`config.mk`:
```
export PLATFORM = sky130hd
export DESIGN_NAME = ethernet_tx_arbiter
export DESIGN_NICKNAME = d
export VERILOG_FILES = /design/src/rtl/EthernetArbiterPkg.sv /design/src/rtl/RoundRobinPriorityEncoder.sv /design/src/rtl/ethernet_tx_arbiter.sv
export SDC_FILE = /design/constraint.sdc
export NUM_CORES = 1
export LEC_CHECK = 0
export ABC_CLOCK_PERIOD_IN_PS = 3200
export CORE_ASPECT_RATIO = 0.5
export CORE_MARGIN = 5
export CORE_UTILIZATION = 40
export CTS_BUF_LIST = sky130_fd_sc_hd__clkbuf_8 sky130_fd_sc_hd__clkbuf_16
export DETAILED_ROUTE_END_ITERATION = 12
export PLACE_DENSITY_LB_ADDON = 0.15
export SLEW_MARGIN = 30
export SYNTH_ARGS = -nofsm -noshare
export SYNTH_HDL_FRONTEND = slang
export SYNTH_SLANG_ARGS = --single-unit
```
`constraint.sdc`:
```
create_clock -name clk -period 3.2 [get_ports clk]
set_input_delay 0.8 -clock clk [delete_from_list [all_inputs] [get_ports clk]]
set_output_delay 0.8 -clock clk [all_outputs]
set_load 0.02 [all_outputs]
```
`src/rtl/EthernetArbiterPkg.sv`:
```
// Shared types for the Ethernet TX arbiter: frame stream bundle,
// arbiter state encoding and counter widths.
package EthernetArbiterPkg;

  localparam int TIMEOUT_W = 16;

  typedef struct packed {
    logic        start;
    logic        data_valid;
    logic [31:0] data;
    logic [1:0]  bytes_valid;
    logic        commit;
    logic        drop;
  } EthernetTxBus;

  typedef enum logic [1:0] {
    IDLE,
    GRANT,
    FRAME,
    DRAIN
  } arb_state_e;

  function automatic logic frame_end(EthernetTxBus b);
    return b.commit | b.drop;
  endfunction

endpackage

```
`src/rtl/RoundRobinPriorityEncoder.sv`:
```
// Picks the first requester after last_grant, wrapping around.
// Purely combinational.
module RoundRobinPriorityEncoder #(
  parameter  int N  = 4,
  localparam int IW = $clog2(N)
) (
  input  logic [N-1:0]  req,
  input  logic [IW-1:0] last_grant,
  output logic [IW-1:0] grant_idx,
  output logic          valid
);

  logic [IW-1:0] p;

  // Walk offsets from farthest to nearest so the nearest hit wins.
  always_comb begin
    grant_idx = '0;
    valid     = 1'b0;
    p         = '0;
    for (int k = N; k >= 1; k--) begin
      p = IW'((int'(last_grant) + k) % N);
      if (req[p]) begin
        grant_idx = p;
        valid     = 1'b1;
      end
    end
  end

endmodule

```
`src/rtl/ethernet_tx_arbiter.sv`:
```
// Round-robin arbiter muxing several TX frame sources onto one MAC,
// one frame at a time, with start timeout and IFG-aware drain.
module ethernet_tx_arbiter
  import EthernetArbiterPkg::*;
#(
  parameter int NUM_PORTS     = 4,
  parameter int START_TIMEOUT = 255
) (
  input  logic                         clk,
  input  logic                         reset,
  input  logic [NUM_PORTS-1:0]         port_req,
  output logic [NUM_PORTS-1:0]         port_grant,
  input  EthernetTxBus                 port_tx_bus [NUM_PORTS],
  output EthernetTxBus                 mac_tx_bus,
  input  logic                         mac_tx_ready,
  output logic [$clog2(NUM_PORTS)-1:0] active_port,
  output logic                         busy,
  output logic [TIMEOUT_W-1:0]         timeout_count
);

  localparam int IW = $clog2(NUM_PORTS);

  arb_state_e           state_q, state_d;
  logic [NUM_PORTS-1:0] grant_q, grant_d;
  logic [IW-1:0]        last_q, last_d;
  logic [IW-1:0]        act_q, act_d;
  logic [IW-1:0]        rr_idx;
  logic                 rr_valid;
  EthernetTxBus         mac_q, mac_d, gbus;
  logic                 seen_q, seen_d;
  logic [TIMEOUT_W-1:0] wait_q, wait_d;
  logic [TIMEOUT_W-1:0] tmo_q, tmo_d;

  RoundRobinPriorityEncoder #(
    .N (NUM_PORTS)
  ) u_rr (
    .req        (port_req),
    .last_grant (last_q),
    .grant_idx  (rr_idx),
    .valid      (rr_valid)
  );

  assign gbus = port_tx_bus[act_q];

  always_comb begin
    state_d = state_q;
    grant_d = grant_q;
    last_d  = last_q;
    act_d   = act_q;
    mac_d   = '0;
    seen_d  = seen_q;
    wait_d  = wait_q;
    tmo_d   = tmo_q;
    unique case (state_q)
      IDLE: begin
        if (mac_tx_ready && rr_valid) begin
          grant_d         = '0;
          grant_d[rr_idx] = 1'b1;
          last_d          = rr_idx;
          act_d           = rr_idx;
          wait_d          = '0;
          state_d         = GRANT;
        end
      end
      GRANT: begin
        if (gbus.start) begin
          mac_d  = gbus;
          seen_d = 1'b0;
          wait_d = '0;
          if (frame_end(gbus)) begin
            grant_d = '0;
            state_d = DRAIN;
          end else begin
            state_d = FRAME;
          end
        end else if (!port_req[act_q]) begin
          grant_d = '0;
          state_d = IDLE;
        end else if (wait_q == TIMEOUT_W'(START_TIMEOUT - 1)) begin
          grant_d = '0;
          wait_d  = '0;
          state_d = IDLE;
          if (tmo_q != '1) tmo_d = tmo_q + 1'b1;
        end else begin
          wait_d = wait_q + 1'b1;
        end
      end
      FRAME: begin
        mac_d       = gbus;
        mac_d.start = 1'b0;
        if (!mac_tx_ready) seen_d = 1'b1;
        if (frame_end(gbus)) begin
          grant_d = '0;
          state_d = DRAIN;
        end
      end
      DRAIN: begin
        // A slow MAC may hold ready high for a while after commit.
        if (!mac_tx_ready) seen_d = 1'b1;
        if (seen_q && mac_tx_ready) state_d = IDLE;
      end
      default: state_d = IDLE;
    endcase
  end

  always_ff @(posedge clk or posedge reset) begin
    if (reset) begin
      state_q <= IDLE;
      grant_q <= '0;
      last_q  <= IW'(NUM_PORTS - 1);
      act_q   <= '0;
      mac_q   <= '0;
      seen_q  <= 1'b0;
      wait_q  <= '0;
      tmo_q   <= '0;
    end else begin
      state_q <= state_d;
      grant_q <= grant_d;
      last_q  <= last_d;
      act_q   <= act_d;
      mac_q   <= mac_d;
      seen_q  <= seen_d;
      wait_q  <= wait_d;
      tmo_q   <= tmo_d;
    end
  end

  assign port_grant    = grant_q;
  assign mac_tx_bus    = mac_q;
  assign active_port   = act_q;
  assign busy          = (state_q != IDLE);
  assign timeout_count = tmo_q;

endmodule

```
======== Word level (Yosys, flattened, before mapping) ========
Cells that the tools add are included.
word-level totals
  register bits after elaboration ......... 81
  output and inout bits ................... 61
  logic and storage cells ................. 104
  input port bits ......................... 159
cells by class
  magnitude comparators ................... 8
  add/sub/neg operators ................... 6
  mux-type cells .......................... 47
  reduce and logical (&&, ||, !) cells .... 15
  bitwise operators ....................... 3
  equality and inequality tests ........... 12
operator list
  cell                                                                           number
  38-bit two-way mux                                                             3
  38-bit binary-select mux with 2-bit select                                     1
  38-bit one-hot mux with 2 select lines                                         1
  16-bit two-way mux                                                             4
  16-bit by 1-bit adder with 16-bit output (second input constant)               2
  16-bit one-hot mux with 2 select lines                                         1
  2-bit two-way mux                                                              10
  4-bit two-way mux                                                              5
  2-bit by 3-bit less-than comparator with 1-bit output (second input constant)  6
  16-bit by 8-bit equality test with 1-bit output (second input constant)        1
  16-bit inequality test (second input constant)                                 1
  1-bit two-way mux                                                              13
  4-bit one-hot mux with 3 select lines                                          1
  1-bit binary-select mux with 2-bit select                                      5
  2-bit inequality test (second input constant)                                  5
  3-bit AND reduction                                                            3
  2-bit one-hot mux with 4 select lines                                          1
  2-bit nonzero test                                                             3
  5-bit AND reduction                                                            1
  2-bit by 1-bit adder with 2-bit output (second input constant)                 2
  2-bit adder (second input constant)                                            2
  2-bit equality test (second input constant)                                    2
  4-bit inequality test (second input constant)                                  1
  4-bit AND reduction                                                            1
  14 further kinds                                                               16

======== Logic depth before layout (Yosys ltp) ========
  word-level depth ........................ 13
  depth in mapped cells ................... 9
  depth with buffers taken out ............ 7

======== Hierarchy ========
Synthesis repeated with hierarchy kept, for this count alone.
unflattened totals
  cells, all modules ...................... 392
  area, all modules ....................... 4630.7 µm²
by module, submodules not included
  module                     times used  area an instance (µm²)  cells an instance  seq. area each (µm²)
  ethernet_tx_arbiter        1           4539.4                  378                2029.4
  RoundRobinPriorityEncoder  1           91.3                    14                 0.0

======== Worst setup path before layout ========
Ideal clock, no wire load.
  path type ............................... input -> register
  from .................................... input port_tx_bus[113] (netlist bit)
  to ...................................... register (tool-made name)
  cell stages on the path ................. 6
  required time ........................... 3075 ps
  path buffers ............................ 1
  setup slack ............................. 903 ps
  setup time .............................. 125 ps
  data arrival time ....................... 2172 ps
  path through ............................ mux2_1 -> o22a_1 -> buf_6 -> nor2_2 -> a211o_1 -> mux2_2
RTL lines
  what             line                       text
  start, declared  ethernet_tx_arbiter.sv:13  input EthernetTxBus port_tx_bus [NUM_PORTS],

======== Worst setup path after layout ========
  from .................................... input port_tx_bus[113] (netlist bit)
  to ...................................... register wait_q[13]
on the way
  word-level cells in the longest chain between the ends .. 5
  elaborated cells between the ends (all ways) .. 7
  classes of those cells .................. eq/ne: 1; mux: 5; reduce/logical: 1
ends and longest elaborated chain
  what                                                                                                   line                        text
  38-bit binary-select mux with 2-bit select *                                                           ethernet_tx_arbiter.sv:43   assign gbus = port_tx_bus[act_q];
  38-bit two-way mux (not written as such) * (2 in series)                                               ethernet_tx_arbiter.sv:43
  3-bit inequality test (no source line) / 16-bit two-way mux (equally long branches)                    --
  3-bit AND reduction (no source line) / 16-bit one-hot mux with 2 select lines (equally long branches)  --
  end signal, assigned                                                                                   ethernet_tx_arbiter.sv:123  wait_q <= wait_d;
  end, declared                                                                                          ethernet_tx_arbiter.sv:31   logic [TIMEOUT_W-1:0] wait_q, wait_d;
Mark *: on every way between the ends. The rest lies on a longest branch, timed or not. The select of a mux whose other input is x is not followed.
A chain may end at the register's enable or synchronous reset.

==> load_flow_metrics.sql <==
INSERT INTO impl_metrics (metric_group, metric, value, unit) VALUES
('sta', 'period_needed', '2.71', 'ns'),
('place', 'dp_worst_setup_slack', '0.169', 'ns'),
('synthesis', 'synthesis.area_per_instance', '12.1', 'um2'),
('synthesis', 'post_synthesis_sequential_area_ratio', '44.1', '%'),
('sta', 'tightestPinTransition', '0.723', 'ns'),
('routing', 'detail_route.iter0.violations', '137', ''),
('cts', 'cts-root-buf', 'sky130_fd_sc_hd__clkbuf_16', ''),
('outcome', 'status', 'completed', ''),
('grt', 'grt_overflow_total', '0', ''),
('synthesis', 'async_flop_share', '100', '%'),
('sta', 'final_critical_path_setup_slack', '0.486', 'ns'),
('sta', 'achievable-frequency', '368', 'MHz'),
('cts', 'clk_pin_slew_worst_paths', '0.06', 'ns'),
('place', 'port-buffer-count', '219', ''),
('routing', 'ant_nets', '0', ''),
('power', 'powerDensity', '717', 'nW/um2'),
('place', 'detailedPlacementHpwl', '11700', 'um'),
('critical_path', 'critical_path_class', 'in2reg', ''),
('finish', 'filler_cell_count', '849', ''),
('synthesis', 'number_of_distinct_standard_cells_referenced_by_the_synthesized_netlist', '55', ''),
('cts', 'cts_resized', '0', ''),
('cts', 'clock_latency', '0.34', 'ns'),
('grt', 'grt_first_pass_wirelength', '23200', 'um'),
('synthesis', 'yosys_warn_count', '0', ''),
('routing', 'finalWirelength', '14500', 'um'),
('critical_path', 'critical_path_arrival', '2.97', 'ns'),
('grt', 'antenna_violations_before_repair', '0', ''),
('sta', 'setup_total_negative_slack', '0', 'ns'),
('place', 'place.gp.congestion', '0.851', ''),
('finish', 'layout-drive-gt1-share', '13.7', '%'),
('finish', 'multi_input_area', '2410', 'um2'),
('place', 'placement.cell_area', '6990', 'um2'),
('power', 'power.static_leakage', '2.98', 'nW'),
('cts', 'ctsHoldBuffers', '0', ''),
('floorplan', 'die_x', '162', 'um'),
('floorplan', 'fp.dieH', '85.9', 'um'),
('finish', 'antenna-diode-count', '0', ''),
('sta', 'setup_viol_count_final', '0', ''),
('synthesis', 'synth_top_flop_cell', 'sky130_fd_sc_hd__dfrtp_1', ''),
('synthesis', 'post_synthesis_cell_count', '381', ''),
('sta', 'timing.slew.headroom', '51.8', '%'),
('grt', 'pin_count_of_the_biggest_net_entering_global_routing', '43', ''),
('finish', 'layout.nets', '771', ''),
('grt', 'first_global_vias', '4389', ''),
('routing', 'via_count', '3910', ''),
('cts', 'cts_num_sinks', '81', ''),
('floorplan', 'rows', '27', ''),
('floorplan', 'initial_core_util', '41.4', '%'),
('floorplan', 'dieArea', '13900', 'um2'),
('finish', 'post-route-cell-area', '7290', 'um2'),
('grt', 'grt_use_total', '21.7', '%'),
('power', 'ir_worst_vdd', '378', 'uV'),
('routing', 'detail_route.wl_per_cell', '19.3', 'um'),
('sta', 'clock-skew-final', '0.00847', 'ns'),
('synthesis', 'synth.cell_area', '4600', 'um2'),
('synthesis', 'number_of_enable_type_register_cells_in_the_synthesized_netlist', '0', ''),
('cts', 'cts_max_path_buffers', '2', ''),
('critical_path', 'cp-start-kind', 'input port', ''),
('cts', 'postcts_setup_bufs', '0', ''),
('synthesis', 'mappedNetlistNets', '549', ''),
('routing', 'count_of_unresolved_drc_violations_after_routing', '0', ''),
('finish', 'area_taken_by_flip_flops_and_latches', '2030', 'um2'),
('floorplan', 'ioPinCount', '220', ''),
('finish', 'area_delta_synth_final', '58.4', '%'),
('synthesis', 'yosys_register_bits', '81', ''),
('worst_hold_path', 'holdCritPathClass', 'reg2reg', ''),
('critical_path', 'worst_setup_path_end_kind', 'flop', ''),
('sta', 'rsz0062_at_grt', 'no', ''),
('cts', 'cts_inserted_buffers', '9', ''),
('job', 'drv.max_cap_violation_count', '0', ''),
('cts', 'cts_tree', 'yes', ''),
('critical_path', 'worst_ep_required_time', '3.46', 'ns'),
('sta', 'post-route-period-util', '84.8', '%'),
('floorplan', 'core_region_area', '11100', 'um2'),
('sta', 'timing_hold_violations_final', '0', ''),
('critical_path', 'critical_path_peak_fanout', '12', ''),
('routing', 'drt-pass1-iter-count', '4', ''),
('routing', 'detail_route.vias_per_cell', '5.19', ''),
('sta', 'finalMaxSlewViolations', '0', ''),
('cts', 'h_tree_lvls', '3', '');
==> worst paths after layout <==
check	from	end	slack (ns)	cells past startpoint
max	port_tx_bus[113]	wait_q[13]	0.49	7
min	timeout_count[9]	timeout_count[9]	0.49	1
max reg2reg	flop	wait_q[13]	0.66	8
min reg2reg	timeout_count[9]	timeout_count[9]	0.49	1
max in group asynchronous	reset	wait_q[9]	1.71	3
min in group asynchronous	reset	mac_tx_bus[22]	0.88	2
==> synthesized netlist by cell type, drive strengths merged, types with 2 or more instances <==
master   instances  share of area (%)
mux2i            4               0.87
and4             3               0.57
nor4b            2               0.38
xnor2            5               0.95
xor2            14                2.7
nor4             5               0.68
o21ai           11                1.2
and2             4               0.54
o22ai            2               0.27
mux4            39                 19
dfstp            2                1.1
nand2b           7               0.95
nand3            9               0.98
a21oi            9               0.98
nor2b           40                5.4
dfrtp           79                 43
and3             4               0.54
nor3            10                1.1
o211ai           2               0.33
ha               9                2.4
inv             15                1.2
nand4            6               0.82
a21o             2               0.33
o2bb2ai          2               0.38
nor3b            2               0.33
mux2             6                1.5
nor2            16                1.4
buf             12                1.6
or4              6               0.98
o2111ai          5                1.1
clkbuf           8               0.65
or2              4               0.54
o31ai            6               0.98
a22o             3               0.57
nand2           17                1.4
==> logic make-up after synthesis <==
kind of cell               count (synthesis)  synth area share [%]
muxes                                     49                  21.5
AOI/OAI and AO/OA                         51                  7.80
xor gates and xnor gates                  19                  3.62
adders and majority gates                  9                  2.45
DFF                                       81                  44.1
and+or+nand+nor                          137                  17.0
buffers and inverters                     35                  3.51
==> metal layers <==
| layer | vias to the layer above | track usage (%) | wire length, um |
|---|---|---|---|
| li1 | 1860 | - | - |
| met1 | 1930 | 24.4 | 5530 |
| met2 | 102 | 38.0 | 7510 |
| met3 | 18 | 9.55 | 1220 |
| met4 | 0 | 6.14 | 261 |
| met5 | - | 0 | 0 |
==> per-stage QoR <==
| stage | instances | total power, W | hold WS [ns] | util, % |
|---|---|---|---|---|
| after global routing | 753 | 0.00557 | 0.516 | 65.6 |
| after CTS | 753 | 0.00531 | 0.494 | 65.6 |
| after global placement | 737 | 0.00419 | 0.480 | 62.9 |
| after floorplan | 381 | 0.00318 | 0.466 | - |
| final | 753 | 0.00523 | 0.493 | 65.6 |
| after detailed placement | 737 | 0.00422 | 0.474 | 62.9 |
==> cell usage in the layout (no fill, tap or decap), types with 3 or more instances in the layout <==
cell and n:
sky130_fd_sc_hd__nor3_1 10, sky130_fd_sc_hd__and2_1 4, sky130_fd_sc_hd__clkbuf_16 9, sky130_fd_sc_hd__and3_1 4, sky130_fd_sc_hd__or2_2 3, sky130_fd_sc_hd__and4_1 3
sky130_fd_sc_hd__a22o_1 3, sky130_fd_sc_hd__o21ai_0 8, sky130_fd_sc_hd__o2111ai_1 4, sky130_fd_sc_hd__mux4_2 39, sky130_fd_sc_hd__nand2b_1 7, sky130_fd_sc_hd__inv_1 14
sky130_fd_sc_hd__clkdlybuf4s50_1 219, sky130_fd_sc_hd__nor2_1 14, sky130_fd_sc_hd__xnor2_1 5, sky130_fd_sc_hd__mux2i_1 4, sky130_fd_sc_hd__buf_4 10, sky130_fd_sc_hd__nor2b_1 40
sky130_fd_sc_hd__nand4_1 6, sky130_fd_sc_hd__xor2_1 14, sky130_fd_sc_hd__clkinv_2 3, sky130_fd_sc_hd__nand3_1 9, sky130_fd_sc_hd__ha_1 9, sky130_fd_sc_hd__o21ai_1 3
sky130_fd_sc_hd__or4_1 6, sky130_fd_sc_hd__nor4_1 5, sky130_fd_sc_hd__dfrtp_1 77, sky130_fd_sc_hd__a21oi_1 9, sky130_fd_sc_hd__nand2_1 17, sky130_fd_sc_hd__o31ai_1 6
sky130_fd_sc_hd__mux2_2 4
==> critical path, stage by stage <==
cell	delay, ns
sky130_fd_sc_hd__clkdlybuf4s50_1	0.48
sky130_fd_sc_hd__mux2_1	0.16
sky130_fd_sc_hd__o22a_1	0.40
sky130_fd_sc_hd__o21ai_1	0.24
sky130_fd_sc_hd__buf_4	0.23
sky130_fd_sc_hd__or4_1	0.50
sky130_fd_sc_hd__a21oi_1	0.17
==> layout make-up <==
type                            instances  share of cell area (%)
Tap cell                              145                    2.49
Inverter                               15                   0.789
Clock buffer                            9                    3.09
Timing Repair Buffer                  231                    31.6
Sequential cell                        81                    27.9
Clock inverter                          7                    1.05
Multi-Input combinational cell        265                    33.1
==> registers in the layout, indices dropped and copies added (netlist names), named ones only <==
signal         count
active_port        2
timeout_count     16
port_grant         4
last_q             2
mac_tx_bus        38
seen_q             1
state_q            1
wait_q            16
==> power breakdown <==
part           total (W)  internal, W  leakage, nW  switching (W)
sequential       0.00145      0.00129         1.08       0.000164
combinational    0.00272      0.00142         1.75        0.00130
clock            0.00105     0.000613        0.148       0.000440
total            0.00523      0.00332         2.98        0.00190
(Power assumes the default switching activity.)
